## src/rtl/add.sv

```systemverilog
// 32-bit unsigned adder: three-level carry-lookahead core with a registered
// sum/carry output stage. Carry-in is tied to zero.
module add (
    input  logic        clk,
    input  logic        rst,
    input  logic [31:0] a,
    input  logic [31:0] b,
    output logic [31:0] sum,
    output logic        carry
);

    localparam int unsigned W  = 32;
    localparam int unsigned GW = 4;
    localparam int unsigned NG = W / GW;
    localparam int unsigned NB = 2;

    // 4-wide lookahead: returns {G, P, c3, c2, c1} from generate/propagate and carry-in
    function automatic logic [4:0] la4(input logic [3:0] gi, input logic [3:0] pi, input logic cin);
        logic c1, c2, c3, go, po;
        c1 = gi[0] | (pi[0] & cin);
        c2 = gi[1] | (pi[1] & gi[0]) | (pi[1] & pi[0] & cin);
        c3 = gi[2] | (pi[2] & gi[1]) | (pi[2] & pi[1] & gi[0]) | (pi[2] & pi[1] & pi[0] & cin);
        go = gi[3] | (pi[3] & gi[2]) | (pi[3] & pi[2] & gi[1]) | (pi[3] & pi[2] & pi[1] & gi[0]);
        po = &pi;
        return {go, po, c3, c2, c1};
    endfunction

    logic [W-1:0]  g;
    logic [W-1:0]  p;
    logic [W-1:0]  c;      // carry into each bit
    logic [NG-1:0] grp_g;
    logic [NG-1:0] grp_p;
    logic [NG-1:0] grp_c;  // carry into each 4-bit group
    logic [NB-1:0] blk_g;
    logic [NB-1:0] blk_p;
    logic [NB-1:0] blk_c;  // carry into each 16-bit block
    logic          c32;
    logic [W-1:0]  sum_c;

    // Bit-level generate/propagate
    assign g = a & b;
    assign p = a ^ b;

    // Level 1: eight 4-bit groups produce internal carries and group G/P
    for (genvar k = 0; k < int'(NG); k++) begin : g_grp
        logic [4:0] r;
        assign r               = la4(g[GW*k +: GW], p[GW*k +: GW], grp_c[k]);
        assign c[GW*k +: GW]   = {r[2:0], grp_c[k]};
        assign grp_g[k]        = r[4];
        assign grp_p[k]        = r[3];
    end

    // Level 2: two 16-bit units produce group carry-ins and block G/P
    for (genvar j = 0; j < int'(NB); j++) begin : g_blk
        logic [4:0] r;
        assign r                 = la4(grp_g[4*j +: 4], grp_p[4*j +: 4], blk_c[j]);
        assign grp_c[4*j +: 4]   = {r[2:0], blk_c[j]};
        assign blk_g[j]          = r[4];
        assign blk_p[j]          = r[3];
    end

    // Level 3: top lookahead across the two blocks, carry-in fixed at zero
    assign blk_c[0] = 1'b0;
    assign blk_c[1] = blk_g[0] | (blk_p[0] & blk_c[0]);
    assign c32      = blk_g[1] | (blk_p[1] & blk_c[1]);

    assign sum_c = p ^ c;

    // Output register with synchronous reset
    always_ff @(posedge clk) begin
        if (rst) begin
            sum   <= '0;
            carry <= 1'b0;
        end else begin
            sum   <= sum_c;
            carry <= c32;
        end
    end

endmodule

```

## config.mk

```make
export PLATFORM = sky130hd
export DESIGN_NAME = add
export DESIGN_NICKNAME = d
export VERILOG_FILES = /design/src/rtl/add.sv
export SDC_FILE = /design/constraint.sdc
export NUM_CORES = 1
export LEC_CHECK = 0
export BUFFER_PORTS_ARGS = -buffer_cell sky130_fd_sc_hd__buf_2
export CAP_MARGIN = 20
export CORE_ASPECT_RATIO = 0.6
export CORE_MARGIN = 2
export CORE_UTILIZATION = 41
export DETAILED_ROUTE_END_ITERATION = 8
export PLACE_DENSITY_LB_ADDON = 0.05
export SYNTH_ARGS = -nofsm -noshare
export SYNTH_HDL_FRONTEND = slang
export SYNTH_SLANG_ARGS = --single-unit
```

## constraint.sdc

```tcl
create_clock -name clk -period 5.78 [get_ports clk]
set_clock_uncertainty 0.1 [all_clocks]
set_input_delay 1.156 -clock clk [delete_from_list [all_inputs] [get_ports clk]]
set_output_delay 1.156 -clock clk [all_outputs]
set_load 0.02 [all_outputs]
```

# [Word-level counts from Yosys, hierarchy flattened]
# Index checks and enable logic that the tools add are counted.
[totals] register_bits=33 input_bits=66 out_inout_bits=33 elab_cells=229
[op_classes] bitwise=219 n_reduce_logical=8
[ops] operator="$and A1 B1 Y1" count=131
[ops] operator="$or A1 B1 Y1" count=85
[ops] operator="$xor A32 B32 Y32" count=2
[ops] operator="$and A32 B32 Y32" count=1
[ops] operator="$reduce_and A4 Y1" count=7
[ops] operator="$reduce_and A16 Y1" count=1

# [Longest topological paths before layout]
# Gate-level depths: netlist of run 1.
[depth] ltp_word=14 ltp_mapped=10 depth_no_buf=10

# [Worst setup path after synthesis of run 1]
# No wires, ideal clock.
[synth_path] path_kind="input -> register" start="input a[6]" end="register sum[28]" setup_ns=0.127 arrival_ns=3.444 required_time_ns=5.553 slack_ns=2.108 cell_stages=9 path_buffers=0 path_cell_list="ha_1 nand2_1 or3_1 o32a_1 a211o_1 o31a_1 or2b_1 fa_1 nor2b_1"
[synth_between] elab_chain_cells=11 word_cells_on_any_way=19 classes_between="bitwise: 18; reduce/logical: 1"
[synth_lines] element="from (decl)" line_no="6" source="input logic [31:0] a,"
[synth_lines] element="$and A32 B32 Y32 or $xor A32 B32 Y32 (tied branches)" line_no="41, 42"
[synth_lines] element="$and A1 B1 Y1" line_no="23" source="go = gi[3] | (pi[3] & gi[2]) | (pi[3] & pi[2] & gi[1]) | (pi[3] & pi[2] & pi[1] & gi[0]);"
[synth_lines] element="$or A1 B1 Y1 or $and A1 B1 Y1 (tied branches) (2 in series)" line_no="23"
[synth_lines] element="$or A1 B1 Y1" line_no="23"
[synth_lines] element="$and A1 B1 Y1" line_no="23"
[synth_lines] element="$or A1 B1 Y1" line_no="23"
[synth_lines] element="$or A1 B1 Y1 *" line_no="23"
[synth_lines] element="$and A1 B1 Y1 *" line_no="22" source="c3 = gi[2] | (pi[2] & gi[1]) | (pi[2] & pi[1] & gi[0]) | (pi[2] & pi[1] & pi[0] & cin);"
[synth_lines] element="$or A1 B1 Y1 *" line_no="22"
[synth_lines] element="$xor A32 B32 Y32 *" line_no="67" source="assign sum_c = p ^ c;"
[synth_lines] element="named net sum_c[28]" line_no="38" source="logic [W-1:0] sum_c;"
[synth_lines] element="to (signal assigned)" line_no="75" source="sum <= sum_c;"
[synth_lines] element="to (decl)" line_no="8" source="output logic [31:0] sum,"
# Mark *: on every way through the listed nets, which the timed path passes. The rest lies on a longest branch.
# A chain may end at the register's enable or synchronous reset.

# [Worst setup path in the final report of run 1]
# Same ends and word-level chain as after synthesis.

==> results of run 1 <==
[through the flow]
stage / power, uW / worst slack (ns) / cells
floorplan: 438 / 2.11 / 226
global placement: 517 / 1.84 / 386
detailed placement: 518 / 1.84 / 386
CTS: 702 / 2.13 / 393
global route: 740 / 1.92 / 393
finish: 691 / 2.12 / 393
[registers in the layout, indices dropped and copies added (netlist names)]
name / flops
carry: 1
sum: 32
[worst paths after layout]
check / start / to / slack, ns
worst max-delay path: a[6] / sum[28] / 2.12
worst min-delay path: b[0] / sum[0] / 1.11
[synthesized netlist by cell type, types with 4 or more instances]
library cell  count
a21o_1            9
clkbuf_1          4
nand2_1          11
nor2_1           22
inv_1            10
a21oi_1          16
nor3_1            6
o21a_1            6
xnor2_1          14
fa_1              8
ha_1             32
o21ai_0           5
dfxtp_1          33
nor2b_1          13
[cell type report]
class | instances | area [um^2] | share of cell area [%]
inverter | 10 | 37.5 | 1.33
clock buffer | 7 | 86.3 | 3.07
sequential | 33 | 661 | 23.5
timing repair buffer | 98 | 490 | 17.4
multi-input combinational | 179 | 1460 | 51.7
tap | 66 | 82.6 | 2.94
[cell families after synthesis]
logic type | share of synthesized area [%]
mux | 1.50
compound gates | 16.8
buf+inv | 2.42
simple gates | 16.9
xor+xnor | 6.06
fa+ha+maj | 25.9
flops | 30.5
[routing by layer]
metal,share of wire (%),vias up,global-route usage [%]
li1,-,1004,-
met1,54,839,25.5
met2,38,62,24.5
met3,7.3,5,4.38
met4,0.89,0,4.17
met5,0,-,0
[cell usage in the layout, fill, tap and decap left out, types with 8 or more instances in the layout]
master,instances
buf_2,98
inv_1,10
nand2_1,11
a21oi_1,16
nor2b_1,13
xnor2_1,14
nor2_1,22
a21o_1,9
ha_1,32
fa_1,8
dfxtp_1,33
[power by group]
part | switching [uW] | total (uW) | internal (uW)
logic | 138 | 248 | 110
clock network | 84.8 | 179 | 94.6
registers | 6.26 | 264 | 258
total | 229 | 691 | 462
==> metrics.md, run 1 <==
| Metric | Value |
|---|---|
| DRC viols | `0` |
| Total Neg Setup Slack | `0 ns` |
| WP data arrival | `3.70 ns` |
| Grt total ovfl | `0` |
| Peak Freq | `273 MHz` |
| VDD IR-drop max | `0.0000957 V` |
| Initial antenna violation count | `0` |
| Vias in the first global route | `1716` |
| DR vias/cell | `4.86` |
| Mapped Nets | `332` |
| Synth area leaders | `dfxtp_1 (30%), ha_1 (18%), fa_1 (7.4%), xnor2_1 (5.7%), nor2_1 (3.8%)` |
| Global-route wire length before repair | `7.95 mm` |
| Largest stage delay, worst path | `0.39 ns` |
| Max-cap violations | `0` |
| Largest net degree at the start of global routing | `40` |
| Syn_area_per_cell | `9.59 um^2` |
| Post_cts resized | `0` |
| Initial DRC count | `33` |
| Instance count on the critical path | `10` |
| Worst-path clk slew | `0.06 ns` |
| Crit start category | `input pin` |
| I/O pin count | `99` |
| Input/output buffers | `98` |
| Final Cell Area | `2810 um^2` |
| Ys Warns | `0` |
| Core area | `5080 um^2` |
| Fin. max-slew vios | `0` |
| Area Overhead vs Synth | `29.7%` |
| Routed Antenna Nets | `0` |
| GRT Util Overall | `17.0%` |
| Post-synth top flop | `dfxtp_1` |
| Post-synthesis sequential area ratio | `30.5%` |
| Critical-path cell list | `buf_2 > ha_1 > nand2_1 > or3_1 > o32a_1 > a211o_1 > o31a_1 > or2b_1 > fa_1 > nor2b_1` |
| Kind of critical path | `input pin to flop` |
| TritonRoute pass-1 iters | `4` |
| Clock period minus final worst setup slack | `3.66 ns` |
| Critical path's top delay family | `compound AO/OA/AOI/OAI gates` |
| Final hold violations | `0` |
| WL final | `4.72 mm` |
| Post-synth EDFFs | `0` |
| CTS Buf Count | `5` |
| Share of the synthesized area in the top cell type | `30.5%` |
| H-tree lvl count | `2` |
| Crit-path max FO | `4` |
| Status | `finished, final reports clean` |
| Max Buffers Root-to-Sink | `2` |
| Bufs and invs on worst path | `1` |
| Initial Utilization | `42.7%` |
| Hold slack final | `1.11 ns` |
| Cell Area, Synth | `2170 um^2` |
| Die area | `5910 um^2` |
| Util after Layout | `55.4%` |
| Final GP Congestion | `0.770` |
| Leak | `0.00143 uW` |
| Synthesized flop and latch total | `33` |
| Diode count | `0` |
| Die Span Y | `60.3 um` |
| Detail Placement HPWL | `3.81 mm` |
| Fraction of layout cells with a size suffix above 1 | `33.3%` |
| Worst setup EP type | `flop` |
| Layout Nets | `433` |
| Fin crit share | `63.3%` |
| TritonCTS clock tree | `built` |
| Setup Buffers After CTS | `0` |
| Unique cell type count in the Yosys netlist | `38` |
| Setup violators final | `0` |
| Post-Syn Instances | `226` |
| Crit-path slowest cell | `fa_1` |
| Fraction of registers with async set/reset | `0%` |
| Worst-margin pin slew | `0.705 ns` |
| Area after DPL | `2730 um^2` |
| Chip width | `97.9 um` |
| WL/cell | `12.0 um` |
| WP data required | `5.82 ns` |
| Unrepaired setup endpoints after global routing | `no` |
| Slew margin rel. | `53.0%` |
| # rows | `20` |
| Hold depth | `3` |
| Hold-fix buffers, CTS | `0` |
| Clock Tree Root | `clkbuf_8` |
| Pwr/cell area | `246 nW/um^2` |
| Vias | `1910` |
| Number of fill cells | `524` |
| CTS sink cnt | `33` |
| Hold WC Path Type | `input pin to flop` |
| Cell accounting for the most synthesized area | `dfxtp_1` |
(Power assumes the default switching activity.)
==> inputs of run 2 (changes only) <==
==> constraint.sdc (replaced) <==
create_clock -name clk -period 3.6 [get_ports clk]
set_clock_uncertainty 0.1 [all_clocks]
set_input_delay 0.72 -clock clk [delete_from_list [all_inputs] [get_ports clk]]
set_output_delay 0.72 -clock clk [all_outputs]
set_load 0.02 [all_outputs]
==> run 2 against run 1 <==
  * First-iteration DRC count shrank 33%
  * Cell count is 0.76% higher
  * Global-route usage decreased by 0.54 points
  * Combinational power up 62%
  * Sequential power is 61% higher
  * Cell area grew 1.1%
  * Sequential share of layout area decreased by 0.25 points
  * Total power up 64%
  * Count of clock-buffer cells in the layout stayed put
  * Worst setup slack got worse by 1.8 ns
  * Via count fell by 1.0%
  * Largest cell class unchanged
  * Highest routed layer unchanged
==> metrics.md, run 2 (same netlist as run 1, synthesis figures left out) <==
| Metric | Value |
|---|---|
| TritonCTS clock tree | `built` |
| Chip width | `97.9 um` |
| DP Worst Slack | `0.0881 ns` |
| Post_cts resized | `0` |
| Leak | `0.00145 uW` |
| Status | `finished, final reports clean` |
| CTS Buf Count | `5` |
| Setup violators final | `0` |
| Fraction of layout cells with a size suffix above 1 | `34.2%` |
| Final hold violations | `0` |
| Initial antenna violation count | `0` |
| Largest regs | `sum: 32 flops, carry: 1 flops` |
| Pwr/cell area | `399 nW/um^2` |
| Worst setup startpoint | `b[6]` |
| Die area | `5910 um^2` |
| Peak Freq | `308 MHz` |
| Crit-path max FO | `4` |
| Vias in the first global route | `1691` |
| Final GP Congestion | `0.763` |
| I/O pin count | `99` |
| WL/cell | `11.8 um` |
| # rows | `20` |
| Grt total ovfl | `0` |
| Input/output buffers | `98` |
| Layout Nets | `435` |
| Die Span Y | `60.3 um` |
| WP data required | `3.64 ns` |
| Commonest non-fill, non-tap cell in the layout | `buf_2` |
| Worst-path clk slew | `0.07 ns` |
| Core area | `5080 um^2` |
| Number of fill cells | `503` |
| Total Power | `1140 uW` |
| Unrepaired setup endpoints after global routing | `no` |
| DRC viols | `0` |
| Vias | `1890` |
| Util after Layout | `56.0%` |
| Dpl cells | `388` |
| Max reg flops | `32` |
| Kind of critical path | `input pin to flop` |
| Crit start category | `input pin` |
| Routed Antenna Nets | `0` |
| DR vias/cell | `4.77` |
| Hold-fix buffers, CTS | `0` |
| Slew margin rel. | `50.5%` |
| Fin crit share | `90.2%` |
| Initial Utilization | `42.7%` |
| Area Overhead vs Synth | `31.1%` |
| Worst setup EP type | `flop` |
| Max-cap violations | `0` |
| Initial DRC count | `22` |
| Largest net degree at the start of global routing | `40` |
| Setup Buffers After CTS | `0` |
| Final WS setup | `0.352 ns` |
| Most frequent cells in the layout | `buf_2 (98), dfxtp_1 (33), ha_1 (32)` |
| Clock Tree Root | `clkbuf_8` |
| Max Buffers Root-to-Sink | `2` |
| Diode count | `0` |
| Hold WC Path Type | `input pin to flop` |
| Clock period minus final worst setup slack | `3.25 ns` |
| Worst-margin pin slew | `0.742 ns` |
| Total Neg Setup Slack | `0 ns` |
| Detail Placement HPWL | `3.86 mm` |
| GRT Util Overall | `16.5%` |
| VDD IR-drop max | `0.000218 V` |
| WP data arrival | `3.29 ns` |
| H-tree lvl count | `2` |
| CTS sink cnt | `33` |
| Final std cells w/o fill | `396` |
| TritonRoute pass-1 iters | `4` |
| WL final | `4.69 mm` |
| Fin. max-slew vios | `0` |
| Hold Path Origin | `b[0]` |
| Largest register by flop count | `sum` |
| Global-route wire length before repair | `7.64 mm` |
-- run 2: metrics by stage --
| stage | area [um^2] | hold WS (ns) |
|---|---|---|
| 2_1_floorplan | 2170 | 0.844 |
| 3_3_place_gp | 2740 | 0.945 |
| 3_5_place_dp | 2740 | 0.969 |
| 4_1_cts | 2840 | 0.668 |
| 5_1_grt | 2840 | 0.696 |
| 6_report | 2840 | 0.681 |
-- run 2: layout make-up --
| cell class | instances | area [um^2] | area share [%] |
|---|---|---|---|
| multi-input combinational | 179 | 1460 | 51.2 |
| inverter | 10 | 37.5 | 1.32 |
| clock inverter | 1 | 5.00 | 0.176 |
| clock buffer | 7 | 96.3 | 3.39 |
| tap | 66 | 82.6 | 2.90 |
| sequential | 33 | 661 | 23.2 |
| timing repair buffer | 100 | 505 | 17.8 |
-- run 2: report_power, final --
group | leakage, uW | internal (uW) | switching [uW]
clock network | 0.0000542 | 173 | 136
logic | 0.00112 | 180 | 222
registers | 0.000275 | 414 | 10.4
-- run 2: worst paths after layout --
| path | slack, ns | depth (start not counted) | endpoint |
|---|---|---|---|
| setup / recovery | 0.35 | 10 | sum[28] |
| hold / removal | 0.68 | 3 | sum[0] |
-- run 2: metal layers --
layer  GRT usage, %  wire [um]  up-vias
li1               -          -     1012
met1           22.5       2430      812
met2           24.9       1840       61
met3           5.76        387        5
met4           5.16         31        0
met5              0          0        -
-- run 2: critical path: stages --
cell and delay (ns):
buf_2 0.10, ha_1 0.32, nand2_1 0.09, or3_1 0.37
o32a_1 0.34, a211o_1 0.31, o31a_1 0.32, or2b_1 0.20
fa_1 0.40, nor2b_1 0.13
==> inputs of run 3 (changes only) <==
==> constraint.sdc (replaced) <==
create_clock -name clk -period 3.6 [get_ports clk]
set_clock_uncertainty 0.1 [all_clocks]
set_input_delay 0.18 -clock clk [delete_from_list [all_inputs] [get_ports clk]]
set_output_delay 0.18 -clock clk [all_outputs]
set_load 0.02 [all_outputs]
==> run 3 against run 2 <==
  * Highest routed layer unchanged
  * Die area unchanged
  * Sequential power about the same
  * Combinational power decreased by 1%
  * Total power increased by 4.6%
  * Core utilization unchanged
  * Cell area unchanged
  * Critical path type unchanged
  * Hold slack got worse by 0.55 ns
  * Non-clock buffer count decreased by 2
  * Wire length increased by 1.4%
  * Worst setup slack improved by 0.58 ns
==> metrics.md, run 3 (same netlist as run 1, synthesis figures left out) <==
| Metric | Value |
|---|---|
| Crit-path max FO | `4` |
| Critical-path cell list | `buf_2 > ha_1 > nand2_1 > or3_1 > o32a_1 > a211o_1 > o31a_1 > or2b_1 > fa_1 > nor2b_1` |
| Total Neg Setup Slack | `0 ns` |
| Hold EP | `sum[0]` |
| WP data arrival | `2.71 ns` |
| WL final | `4.75 mm` |
| Vias | `1918` |
| Initial antenna violation count | `0` |
| Fin. max-slew vios | `0` |
| CTS sink cnt | `33` |
| WL/cell | `12.1 um` |
| Max-cap violations | `0` |
| CTS Buf Count | `5` |
| Hold depth | `3` |
| Dpl cells | `386` |
| Largest stage delay, worst path | `0.39 ns` |
| Die area | `5910 um^2` |
| Unrepaired setup endpoints after global routing | `no` |
| Diode count | `0` |
| Worst-path clk slew | `0.07 ns` |
| TritonRoute pass-1 iters | `4` |
| Hold slack final | `0.131 ns` |
| DR vias/cell | `4.87` |
| Layout Nets | `433` |
| DP Worst Slack | `0.629 ns` |
| Max Buffers Root-to-Sink | `2` |
| Most frequent cells in the layout | `buf_2 (98), dfxtp_1 (33), ha_1 (32)` |
| DRC viols | `0` |
| Bufs and invs on worst path | `1` |
| Max reg flops | `32` |
| Initial DRC count | `44` |
| Die Span Y | `60.3 um` |
| Routed Antenna Nets | `0` |
| Chip width | `97.9 um` |
| Slew margin rel. | `52.2%` |
| Area Overhead vs Synth | `31.1%` |
| Global-route wire length before repair | `7.87 mm` |
| Largest register by flop count | `sum` |
| Detail Placement HPWL | `3.86 mm` |
| I/O pin count | `99` |
| Commonest non-fill, non-tap cell in the layout | `buf_2` |
| Worst setup EP type | `flop` |
| Clock period minus final worst setup slack | `2.66 ns` |
| Largest net degree at the start of global routing | `40` |
| Post_cts resized | `0` |
| Clock Tree Root | `clkbuf_8` |
| Status | `finished, final reports clean` |
| Setup Buffers After CTS | `0` |
| # rows | `20` |
| Pwr/cell area | `418 nW/um^2` |
| Hold Path Origin | `b[0]` |
| Final std cells w/o fill | `394` |
| Final hold violations | `0` |
| Leak | `0.00145 uW` |
| Critical path's top delay family | `compound AO/OA/AOI/OAI gates` |
| Hold WC Path Type | `input pin to flop` |
| Fraction of layout cells with a size suffix above 1 | `33.5%` |
| Kind of critical path | `input pin to flop` |
| TritonCTS clock tree | `built` |
| Worst-margin pin slew | `0.717 ns` |
| Fin crit share | `74.0%` |
| Setup violators final | `0` |
| Vias in the first global route | `1717` |
| Grt total ovfl | `0` |
| Final GP Congestion | `0.770` |
| Crit start category | `input pin` |
| H-tree lvl count | `2` |
| Crit-path slowest cell | `fa_1` |
| Largest regs | `sum: 32 flops, carry: 1 flops` |
| Peak Freq | `375 MHz` |
| VDD IR-drop max | `0.000190 V` |
| Core area | `5080 um^2` |
| Final WS setup | `0.937 ns` |
| Input/output buffers | `98` |
| Hold-fix buffers, CTS | `0` |
| GRT Util Overall | `16.9%` |
| Initial Utilization | `42.7%` |
| WP data required | `3.65 ns` |
==> run 3: tightest hold or removal path, stage by stage <==
cell	delay (ns)
buf_2	0.08
ha_1	0.10
nor2b_1	0.12
==> run 3: metal layers <==
layer	up-vias	track usage, %	wire length (um)
li1	1008	-	-
met1	841	24.9	2560
met2	64	24.3	1790
met3	5	5.07	344
met4	0	4.76	49
met5	-	0	0
==> run 3: worst max path at each step <==
| stage | startpoint | slack (ns) | cells after the start | endpoint |
|---|---|---|---|---|
| CTS | a[6] | 0.94 | 10 | sum[28] |
| global placement | a[6] | 0.63 | 10 | sum[28] |
| global route | a[1] | 0.76 | 11 | sum[29] |
| detailed placement | a[1] | 0.63 | 11 | sum[29] |
| floorplan | a[6] | 0.90 | 9 | sum[28] |
| finish | a[6] | 0.94 | 10 | sum[28] |
==> run 3: per-stage QoR <==
stage / total power (uW) / instance area, um^2 / util (%)
6_report: 1190 / 2840 / 56.0
2_1_floorplan: 704 / 2170 / -
5_1_grt: 1270 / 2840 / 56.0
3_3_place_gp: 830 / 2730 / 53.7
4_1_cts: 1210 / 2840 / 56.0
3_5_place_dp: 831 / 2730 / 53.7
==> run 3: area by class of cell <==
class	count	area [um^2]
multi-input combinational	179	1460
inverter	10	37.5
timing repair buffer	98	490
clock buffer	7	86.3
fill	509	2240
sequential	33	661
clock inverter	1	30.0
tap	66	82.6
==> run 3: where the power goes <==
| group | total [uW] | internal, uW | switching (uW) |
|---|---|---|---|
| Sequential | 423 | 414 | 9.76 |
| Clock | 366 | 226 | 141 |
| Combinational | 398 | 177 | 221 |
| Total | 1190 | 816 | 372 |
